File: src/rtl/pram_arb_pkg.sv
// Shared state encoding, default widths and a small sizing helper for the
// N-port data-memory write arbiter.
package pram_arb_pkg;

  localparam int DEF_NUM_PORTS        = 4;
  localparam int DEF_DOUBLEWORD_WIDTH = 64;
  localparam int DEF_DATA_MEMORY_SIZE = 1024;
  localparam int DEF_DATA_TYPE_WIDTH  = 2;

  typedef enum logic [1:0] {
    IDLE  = 2'd0,
    ISSUE = 2'd1,
    BUSY  = 2'd2
  } arb_state_e;

  // Plain vectors keep the state register readable by older tools and scripts.
  localparam logic [1:0] ST_IDLE  = IDLE;
  localparam logic [1:0] ST_ISSUE = ISSUE;
  localparam logic [1:0] ST_BUSY  = BUSY;

  function automatic int idx_width(input int n);
    return (n > 1) ? $clog2(n) : 1;
  endfunction

endpackage

File: src/rtl/pram_wr_arbiter_if.sv
// Bundle of the per-port request side and the memory write-handler side of the
// write arbiter. master = cores/memory environment, slave = the arbiter.
interface pram_wr_arbiter_if
  import pram_arb_pkg::*;
#(
  parameter int NUM_PORTS        = DEF_NUM_PORTS,
  parameter int DOUBLEWORD_WIDTH = DEF_DOUBLEWORD_WIDTH,
  parameter int ADDR_WIDTH_DM    = $clog2(DEF_DATA_MEMORY_SIZE),
  parameter int DATA_TYPE_WIDTH  = DEF_DATA_TYPE_WIDTH
);

  logic [NUM_PORTS*DOUBLEWORD_WIDTH-1:0] data_bus_wr_p;
  logic [NUM_PORTS*ADDR_WIDTH_DM-1:0]    addr_wr_p;
  logic [NUM_PORTS*DATA_TYPE_WIDTH-1:0]  data_type_wr_p;
  logic [NUM_PORTS-1:0]                  wr_ins_p;
  logic [NUM_PORTS-1:0]                  wr_idle_p;
  logic [NUM_PORTS-1:0]                  wr_access_p;

  logic [DOUBLEWORD_WIDTH-1:0]           data_bus_wr_dm;
  logic [ADDR_WIDTH_DM-1:0]              addr_wr_dm;
  logic [DATA_TYPE_WIDTH-1:0]            data_type_wr_dm;
  logic                                  wr_ins_dm;
  logic                                  wr_idle_dm;

  modport master (
    output data_bus_wr_p, addr_wr_p, data_type_wr_p, wr_ins_p, wr_idle_dm,
    input  wr_idle_p, wr_access_p, data_bus_wr_dm, addr_wr_dm, data_type_wr_dm, wr_ins_dm
  );

  modport slave (
    input  data_bus_wr_p, addr_wr_p, data_type_wr_p, wr_ins_p, wr_idle_dm,
    output wr_idle_p, wr_access_p, data_bus_wr_dm, addr_wr_dm, data_type_wr_dm, wr_ins_dm
  );

endinterface

File: src/rtl/pram_rr_picker.sv
// Combinational winner selection for the write arbiter. Round robin starting
// after last_idx when PRAM_ARB_ROUND_ROBIN_EN is defined, else lowest index wins.
module pram_rr_picker
  import pram_arb_pkg::*;
#(
  parameter int NUM_PORTS = DEF_NUM_PORTS,
  parameter int IDX_W     = idx_width(NUM_PORTS)
) (
  input  logic [NUM_PORTS-1:0] req,
  input  logic [IDX_W-1:0]     last_idx,
  output logic [IDX_W-1:0]     win_idx,
  output logic                 win_valid
);

`ifdef PRAM_ARB_ROUND_ROBIN_EN
  // Scan from farthest to nearest so the port right after last_idx ends up winning.
  always_comb begin
    int cand;
    cand      = 0;
    win_idx   = '0;
    win_valid = 1'b0;
    for (int k = NUM_PORTS; k >= 1; k--) begin
      cand = (int'(last_idx) + k) % NUM_PORTS;
      if (req[cand]) begin
        win_idx   = IDX_W'(cand);
        win_valid = 1'b1;
      end
    end
  end
`else
  logic unused_last_idx;
  assign unused_last_idx = ^last_idx;

  always_comb begin
    win_idx   = '0;
    win_valid = 1'b0;
    for (int i = NUM_PORTS - 1; i >= 0; i--) begin
      if (req[i]) begin
        win_idx   = IDX_W'(i);
        win_valid = 1'b1;
      end
    end
  end
`endif

endmodule

File: src/rtl/pram_wr_arbiter.sv
// N-port write arbiter in front of the data-memory write handler; holds one grant
// until memory has accepted and finished the write. Macro: PRAM_ARB_ROUND_ROBIN_EN.
module pram_wr_arbiter
  import pram_arb_pkg::*;
#(
  parameter int NUM_PORTS        = DEF_NUM_PORTS,
  parameter int DOUBLEWORD_WIDTH = DEF_DOUBLEWORD_WIDTH,
  parameter int DATA_MEMORY_SIZE = DEF_DATA_MEMORY_SIZE,
  parameter int ADDR_WIDTH_DM    = $clog2(DATA_MEMORY_SIZE),
  parameter int DATA_TYPE_WIDTH  = DEF_DATA_TYPE_WIDTH
) (
  input  logic              clk,
  input  logic              rst,
  pram_wr_arbiter_if.slave  bus
);

  localparam int IDX_W = idx_width(NUM_PORTS);

  logic [1:0]                  state;
  logic [IDX_W-1:0]            grant_idx;
  logic [IDX_W-1:0]            last_idx;
  logic [NUM_PORTS-1:0]        wr_access_q;
  logic [IDX_W-1:0]            win_idx;
  logic                        win_valid;
  logic [NUM_PORTS-1:0]        win_onehot;
  logic                        req_sel;
  logic                        write_done;
  logic [DOUBLEWORD_WIDTH-1:0] data_sel;
  logic [ADDR_WIDTH_DM-1:0]    addr_sel;
  logic [DATA_TYPE_WIDTH-1:0]  type_sel;

  pram_rr_picker #(
    .NUM_PORTS (NUM_PORTS),
    .IDX_W     (IDX_W)
  ) u_picker (
    .req       (bus.wr_ins_p),
    .last_idx  (last_idx),
    .win_idx   (win_idx),
    .win_valid (win_valid)
  );

  assign win_onehot = {{(NUM_PORTS-1){1'b0}}, 1'b1} << win_idx;
  assign write_done = (state == ST_BUSY) && bus.wr_idle_dm;

  // Field mux follows grant_idx in every state, so port 0 shows after reset.
  always_comb begin
    req_sel  = bus.wr_ins_p[0];
    data_sel = bus.data_bus_wr_p[DOUBLEWORD_WIDTH-1:0];
    addr_sel = bus.addr_wr_p[ADDR_WIDTH_DM-1:0];
    type_sel = bus.data_type_wr_p[DATA_TYPE_WIDTH-1:0];
    for (int i = 0; i < NUM_PORTS; i++) begin
      if (grant_idx == IDX_W'(i)) begin
        req_sel  = bus.wr_ins_p[i];
        data_sel = bus.data_bus_wr_p[i*DOUBLEWORD_WIDTH +: DOUBLEWORD_WIDTH];
        addr_sel = bus.addr_wr_p[i*ADDR_WIDTH_DM +: ADDR_WIDTH_DM];
        type_sel = bus.data_type_wr_p[i*DATA_TYPE_WIDTH +: DATA_TYPE_WIDTH];
      end
    end
  end

  // New requests only matter in IDLE; the grant drops on abort or write completion.
  always_ff @(posedge clk or posedge rst) begin
    if (rst) begin
      state       <= ST_IDLE;
      grant_idx   <= '0;
      wr_access_q <= '0;
    end else begin
      case (state)
        ST_IDLE: begin
          if (win_valid) begin
            grant_idx   <= win_idx;
            wr_access_q <= win_onehot;
            state       <= ST_ISSUE;
          end
        end
        ST_ISSUE: begin
          if (!req_sel) begin
            wr_access_q <= '0;
            state       <= ST_IDLE;
          end else if (bus.wr_idle_dm) begin
            state <= ST_BUSY;
          end
        end
        ST_BUSY: begin
          if (bus.wr_idle_dm) begin
            wr_access_q <= '0;
            state       <= ST_IDLE;
          end
        end
        default: begin
          wr_access_q <= '0;
          state       <= ST_IDLE;
        end
      endcase
    end
  end

`ifdef PRAM_ARB_ROUND_ROBIN_EN
  // Only completed writes move the fairness pointer; aborts leave it alone.
  always_ff @(posedge clk or posedge rst) begin
    if (rst) begin
      last_idx <= IDX_W'(NUM_PORTS - 1);
    end else if (write_done) begin
      last_idx <= grant_idx;
    end
  end
`else
  assign last_idx = '0;
`endif

  assign bus.wr_access_p     = wr_access_q;
  assign bus.wr_ins_dm       = (state == ST_ISSUE) && req_sel;
  assign bus.wr_idle_p       = ~wr_access_q | {NUM_PORTS{bus.wr_idle_dm}};
  assign bus.data_bus_wr_dm  = data_sel;
  assign bus.addr_wr_dm      = addr_sel;
  assign bus.data_type_wr_dm = type_sel;

endmodule

File: src/flat_wrapper.sv
// flat-port wrapper written by rule: the top's interface ports become plain ports
module pram_wr_arbiter_flat import pram_arb_pkg::*;
#(
  parameter int NUM_PORTS        = DEF_NUM_PORTS,
  parameter int DOUBLEWORD_WIDTH = DEF_DOUBLEWORD_WIDTH,
  parameter int DATA_MEMORY_SIZE = DEF_DATA_MEMORY_SIZE,
  parameter int ADDR_WIDTH_DM    = $clog2(DATA_MEMORY_SIZE),
  parameter int DATA_TYPE_WIDTH  = DEF_DATA_TYPE_WIDTH
)
  (clk, rst, bus_data_bus_wr_p, bus_addr_wr_p, bus_data_type_wr_p, bus_wr_ins_p, bus_wr_idle_dm, bus_wr_idle_p, bus_wr_access_p, bus_data_bus_wr_dm, bus_addr_wr_dm, bus_data_type_wr_dm, bus_wr_ins_dm);
  pram_wr_arbiter_if #(.NUM_PORTS(NUM_PORTS), .DOUBLEWORD_WIDTH(DOUBLEWORD_WIDTH), .ADDR_WIDTH_DM(ADDR_WIDTH_DM), .DATA_TYPE_WIDTH(DATA_TYPE_WIDTH)) bus_i ();
  input  logic clk;
  input  logic rst;
  input wire logic [$bits(bus_i.data_bus_wr_p)-1:0] bus_data_bus_wr_p;
  input wire logic [$bits(bus_i.addr_wr_p)-1:0] bus_addr_wr_p;
  input wire logic [$bits(bus_i.data_type_wr_p)-1:0] bus_data_type_wr_p;
  input wire logic [$bits(bus_i.wr_ins_p)-1:0] bus_wr_ins_p;
  input wire logic [$bits(bus_i.wr_idle_dm)-1:0] bus_wr_idle_dm;
  output wire logic [$bits(bus_i.wr_idle_p)-1:0] bus_wr_idle_p;
  output wire logic [$bits(bus_i.wr_access_p)-1:0] bus_wr_access_p;
  output wire logic [$bits(bus_i.data_bus_wr_dm)-1:0] bus_data_bus_wr_dm;
  output wire logic [$bits(bus_i.addr_wr_dm)-1:0] bus_addr_wr_dm;
  output wire logic [$bits(bus_i.data_type_wr_dm)-1:0] bus_data_type_wr_dm;
  output wire logic [$bits(bus_i.wr_ins_dm)-1:0] bus_wr_ins_dm;
  assign bus_i.data_bus_wr_p = bus_data_bus_wr_p;
  assign bus_i.addr_wr_p = bus_addr_wr_p;
  assign bus_i.data_type_wr_p = bus_data_type_wr_p;
  assign bus_i.wr_ins_p = bus_wr_ins_p;
  assign bus_i.wr_idle_dm = bus_wr_idle_dm;
  assign bus_wr_idle_p = bus_i.wr_idle_p;
  assign bus_wr_access_p = bus_i.wr_access_p;
  assign bus_data_bus_wr_dm = bus_i.data_bus_wr_dm;
  assign bus_addr_wr_dm = bus_i.addr_wr_dm;
  assign bus_data_type_wr_dm = bus_i.data_type_wr_dm;
  assign bus_wr_ins_dm = bus_i.wr_ins_dm;
  pram_wr_arbiter #(.NUM_PORTS(NUM_PORTS), .DOUBLEWORD_WIDTH(DOUBLEWORD_WIDTH), .DATA_MEMORY_SIZE(DATA_MEMORY_SIZE), .ADDR_WIDTH_DM(ADDR_WIDTH_DM), .DATA_TYPE_WIDTH(DATA_TYPE_WIDTH)) u_core (.clk(clk), .rst(rst), .bus(bus_i));
endmodule
File: config.mk
export PLATFORM = sky130hd
export DESIGN_NAME = pram_wr_arbiter_flat
export DESIGN_NICKNAME = d
export VERILOG_FILES = /design/src/rtl/pram_arb_pkg.sv /design/src/rtl/pram_wr_arbiter_if.sv /design/src/rtl/pram_rr_picker.sv /design/src/rtl/pram_wr_arbiter.sv /design/src/flat_wrapper.sv
export SDC_FILE = /design/constraint.sdc
export NUM_CORES = 1
export LEC_CHECK = 0
export CORE_AREA = 3 3 152 154
export CTS_CLUSTER_DIAMETER = 150
export DETAILED_ROUTE_END_ITERATION = 6
export DIE_AREA = 0 0 155 157
export DONT_BUFFER_PORTS = 1
export PLACE_DENSITY = 0.3
export SETUP_SLACK_MARGIN = 0.1
export SLEW_MARGIN = 20
export SYNTH_ARGS = -nofsm -noshare
export SYNTH_HDL_FRONTEND = slang
export SYNTH_SLANG_ARGS = --single-unit
File: constraint.sdc
create_clock -name clk -period 1.88 [get_ports clk]
set_clock_uncertainty 0.05 [all_clocks]
set_input_delay 0.376 -clock clk [delete_from_list [all_inputs] [get_ports clk]]
set_output_delay 0.376 -clock clk [all_outputs]
set_load 0.1 [all_outputs]
# == After elaboration in Yosys (flattened, before gate mapping) ==
# Cells that the tools add are included.
# totals
regBits,8
latchBits,0
mem_bits_rw,0
rom_bits,0
input_bits,311
out_inout_bits,85
word_cells,49
mem_count,0
# classes
n_addsub,0
n_mul,0
div,0
n_lt_le_gt_ge,0
eq_ne,9
n_shift,1
n_mux,29
n_bitwise,2
reduce_logical,5
# op_table
cell,n
2-to-1 mux 64 bit,3
2-to-1 mux 10 bit,3
2-to-1 mux 2 bit,11
2-to-1 mux 4 bit,3
case mux 4 bit (3 select lines),1
2-to-1 mux 1 bit,7
"== test 2 bit, second input constant",3
"inequality test 2 bit, second input constant",3
case mux 2 bit (3 select lines),1
AND reduction 3 bit,2
"== test 2 x 1 -> 1 bit, second input constant",2
inverter 4 bit,1
OR 4 bit,1
"left shift 1 x 2 -> 4 bit, first input constant",1
"inequality test 3 bit, second input constant",1
logical NOT 2 bit,1
AND reduction 2 bit,1
logical AND 1 bit,1

# == Longest topological paths before layout ==
# logic_depth
ltp_word,7
depth_mapped,6
ltp_nobuf,5

# == Hierarchy ==
# A second synthesis with hierarchy kept.
# hier_totals
hier_cells,145
area_unflattened_um2,2269.7
# by_module_without_submodules
module,instances,cells_per_inst,area_per_inst_um2,seq_area_each_um2
pram_wr_arbiter,1,138,2234.6,200.2
pram_rr_picker,1,7,35.0,0.0

# == Worst setup path before layout ==
# No wires, ideal clock.
# synth_timing
path_type,flip-flop to output port
start,"reg u_core.wr_access_q[0], in the netlist u_core.bus.wr_access_p[0]"
end,out bus_wr_idle_p[0]
arrival_ps,1717
t_required_ps,1454
slack_ps,-263
path_stages_with_launch,2
n_path_buf,0
cell_sequence,dfrtp_1 > nand2b_1
# synth_via
elab_chain_cells,2
# synth_rtl
item,line_no,text
from (decl),pram_wr_arbiter.sv:22,logic [NUM_PORTS-1:0] wr_access_q;
from (signal assigned),pram_wr_arbiter.sv:72,wr_access_q <= win_onehot;
inverter 4 bit,pram_wr_arbiter.sv:113,assign bus.wr_idle_p = ~wr_access_q | {NUM_PORTS{bus.wr_idle_dm}};
OR 4 bit,pram_wr_arbiter.sv:113,
to (decl),flat_wrapper.sv:19,output wire logic [$bits(bus_i.wr_idle_p)-1:0] bus_wr_idle_p;
# Every way passes these cells.

# == Worst setup path in the final report ==
# layout_timing
start,reg u_core.grant_idx[0]
end,out bus_data_bus_wr_dm[12]
# layout_via
elab_chain_cells,4
word_cells_on_any_way,6
classes_between,3 x eq/ne; 3 x mux
# layout_rtl
item,line_no,text
from (decl),pram_wr_arbiter.sv:20,logic [IDX_W-1:0] grant_idx;
from (signal assigned),pram_wr_arbiter.sv:71,grant_idx <= win_idx;
== test 2 x 1 -> 1 bit,pram_wr_arbiter.sv:52,if (grant_idx == IDX_W'(i)) begin
2-to-1 mux 64 bit (2 in series),pram_wr_arbiter.sv:52,
2-to-1 mux 64 bit *,pram_wr_arbiter.sv:52,
to (decl),flat_wrapper.sv:21,output wire logic [$bits(bus_i.data_bus_wr_dm)-1:0] bus_data_bus_wr_dm;
# Every way passes the cells marked *; elsewhere a longest branch is shown, timed or not.

==> impl_metrics.py <==
metrics = {
    "outcome": {
        "status": "finished with violations",
        "violations": "negative setup slack",
    },
    "sta": {
        "maxSlewHeadroom_pct": 76.4,
        "holdWs_ns": 0.182,
        "finalSetupViolCount": 77,
        "finalCriticalPeriod_ns": 2.20,
        "slew_viol_final": 0,
        "fin_tns_setup_ns": -22.58,
        "fin_crit_sh_pct": 117,
        "rsz0062_at_grt": "true",
        "fmax_mhz": 455,
        "finalWorstSetupSlack_ns": -0.319,
        "worst_pin_slew_ns": 0.351,
        "final_hold_viol_count": 0,
    },
    "final_layout": {
        "layout_commonest_cell": "buf_12",
        "nNetsFinal": 542,
        "layout_common_cells": "buf_12, mux4_2, buf_4",
        "syn2layout_area_growth_pct": 109,
        "drive_gt1_share_pct": 86.5,
        "fin_util_pct": 21.4,
    },
    "logic_synthesis": {
        "synth_top_flop_cell": "dfrtp_1",
        "synth_edf_count": 0,
        "synth_fp_nets": 446,
        "seq_area_frac_synth_pct": 8.92,
        "synthArstFlopShare_pct": 100,
        "ys_warn_count": 0,
        "avgSynthCellArea_um2": 16.6,
        "ys_types": 25,
        "ys_ff_latch": 8,
        "netlist_area_um2": 2240,
        "synthCells": 135,
    },
    "grt": {
        "grt_start_max_net_pins": 43,
        "antenna_found_initial": 5,
        "grt_pass1_vias": 2347,
        "grt_overflow": 0,
        "grt.total_usage_pct": 10.4,
        "busiest_layer": "met2",
        "met2_usage_pct": 17.2,
        "grt_use_met1_pct": 13.4,
        "grt_use_met3_pct": 3.60,
        "grt_pass1_wl_um": 18400,
    },
    "clocking": {
        "cts_buffer_depth": 2,
        "clk_latency_ns": 0.24,
        "cts_tree": "yes",
        "root_buffer": "clkbuf_16",
        "numCtsBuffers": 3,
        "htree_levels": 1,
        "clkTransAtPathRegs_ns": 0.04,
        "cts_sinks": 8,
    },
    "drt": {
        "wl_um": 14800,
        "drt_iter0_markers": 111,
        "drc": 0,
        "wl_per_cell_um": 28.9,
        "ant_nets": 0,
        "drt-pass1-iter-count": 4,
        "vias_per_cell": 4.44,
        "vias": 2271,
    },
    "placed_design": {
        "port_buffers": 0,
        "place.gp.congestion": 0.839,
        "dp_hpwl_um": 11900,
    },
    "die": {
        "die_w_um": 155,
        "core_um2": 21800,
        "die_h_um": 157,
        "die-area_um2": 24300,
        "rows": 54,
        "start_util_pct": 10.3,
        "io_pins": 396,
    },
    "worst_setup_path": {
        "critPathBufInv": 3,
        "start_kind": "flop",
        "worstPathCellList": "buf_12, buf_16, mux4_2, buf_12",
        "regToRegSetupSlack_ns": 0.05,
        "cp_common_cell": "buf_12",
        "critPathSlowestCell": "mux4_2",
        "crit_fanout": 5,
        "slowest_delay_ns": 0.56,
        "end_kind": "output pin",
        "required_ns": 1.45,
        "crit_family": "multiplexers",
        "reg2regPathDepth": 7,
        "crit_type": "flop to output pin",
        "reg2reg_from": "u_core.grant_idx[0]$_DFFE_PP0P_",
        "r2r-end": "u_core.bus.wr_access_p[0]$_DFFE_PP0P_",
        "worstPathArrival_ns": 1.77,
    },
    "worst_hold_path": {
        "hold_path_end": "u_core.state[1]$_DFFE_PP0P_",
        "hp-start": "bus_wr_idle_dm",
        "hold_class": "primary input to flop",
        "hold_depth": 1,
    },
    "run": {
        "maxCapViolations": 0,
    },
}
-- Yosys cell counts (2+ instances only) --
master,n,area [um2]
clkbuf_1,4,15.0
mux4_2,76,1710
inv_1,3,11.3
nand2b_1,5,31.3
a32o_1,3,30.0
nand2_1,2,7.51
buf_2,10,50.1
dfrtp_1,8,200
a21oi_1,2,10.0
mux2i_1,2,20.0
nor2_1,3,11.3
buf_6,4,45.0
-- timing repair --
action	CTS	global route
hold buffers	1	0
gates cloned	8	2
buffers inserted	5	1
hold endpoints to repair	8	0
endpoints found under the setup margin	81	81
pin swaps	2	2
gates resized for setup	17	0
-- flip-flops by register name, summed over array words and instances (netlist names) --
signal,cells
u_core.bus.wr_access_p,4
u_core.grant_idx,2
u_core.state,2
-- routing by layer --
| layer | part of all wire, % | vias to the layer above |
|---|---|---|
| met2 | 52 | 193 |
| met3 | 9.9 | 18 |
| met5 | 0.58 | - |
| met1 | 37 | 1204 |
| li1 | - | 846 |
| met4 | 0.91 | 10 |
-- how the worst max path moves through the flow --
| stage | startpoint | end | slack (ns) | depth (start not counted) |
|---|---|---|---|---|
| after floorplan | u_core.grant_idx[0]$_DFFE_PP0P_ | bus_addr_wr_dm[0] | -0.05 | 4 |
| after global placement | u_core.grant_idx[0]$_DFFE_PP0P_ | bus_data_bus_wr_dm[40] | -0.11 | 3 |
| after detailed placement | u_core.grant_idx[0]$_DFFE_PP0P_ | bus_data_bus_wr_dm[7] | -0.13 | 3 |
| after CTS | u_core.grant_idx[0]$_DFFE_PP0P_ | bus_data_bus_wr_dm[8] | -0.35 | 4 |
| after global routing | u_core.grant_idx[0]$_DFFE_PP0P_ | bus_data_bus_wr_dm[62] | -0.37 | 4 |
| final | u_core.grant_idx[0]$_DFFE_PP0P_ | bus_data_bus_wr_dm[12] | -0.32 | 4 |
-- metrics by stage --
| step | instance area [um2] | setup slack, ns | std cells |
|---|---|---|---|
| finish | 4680 | -0.319 | 512 |
| floorplan | 2310 | -0.0541 | 135 |
| global route | 4670 | -0.375 | 510 |
| CTS | 4620 | -0.345 | 508 |
| detailed placement | 4220 | -0.127 | 490 |
| global placement | 4220 | -0.114 | 490 |
-- logic make-up (layout without fill, tap and decap cells) --
family | Yosys count | in the layout | synth area share (%)
AOI/OAI and AO/OA | 13 | 13 | 4.68
buffers and inverters | 21 | 116 | 5.41
DFF | 8 | 8 | 8.92
muxes | 78 | 78 | 77.2
other | 0 | 2 | 0
and+or+nand+nor | 15 | 15 | 3.79
-- worst reg2reg max path, cell delays in order, from the launching register on --
cell,delay (ns)
dfrtp_4,0.52
buf_12,0.17
buf_16,0.14
mux2i_1,0.15
o22a_1,0.23
buf_4,0.15
nand2_4,0.05
a22o_1,0.24
-- final cells by class --
| class | instances | area [um2] |
|---|---|---|
| fillers | 2262 | 17100 |
| repair buffers | 109 | 2080 |
| multi-input cells | 106 | 1940 |
| diodes | 2 | 5.00 |
| well taps | 280 | 350 |
| inverters | 3 | 15.0 |
| clock buffers | 4 | 78.8 |
| flip-flops and latches | 8 | 211 |
Power is left out: the tool's default activity adds up to more than one toggle a clock period on the data nets, which glitch-free logic cannot reach.
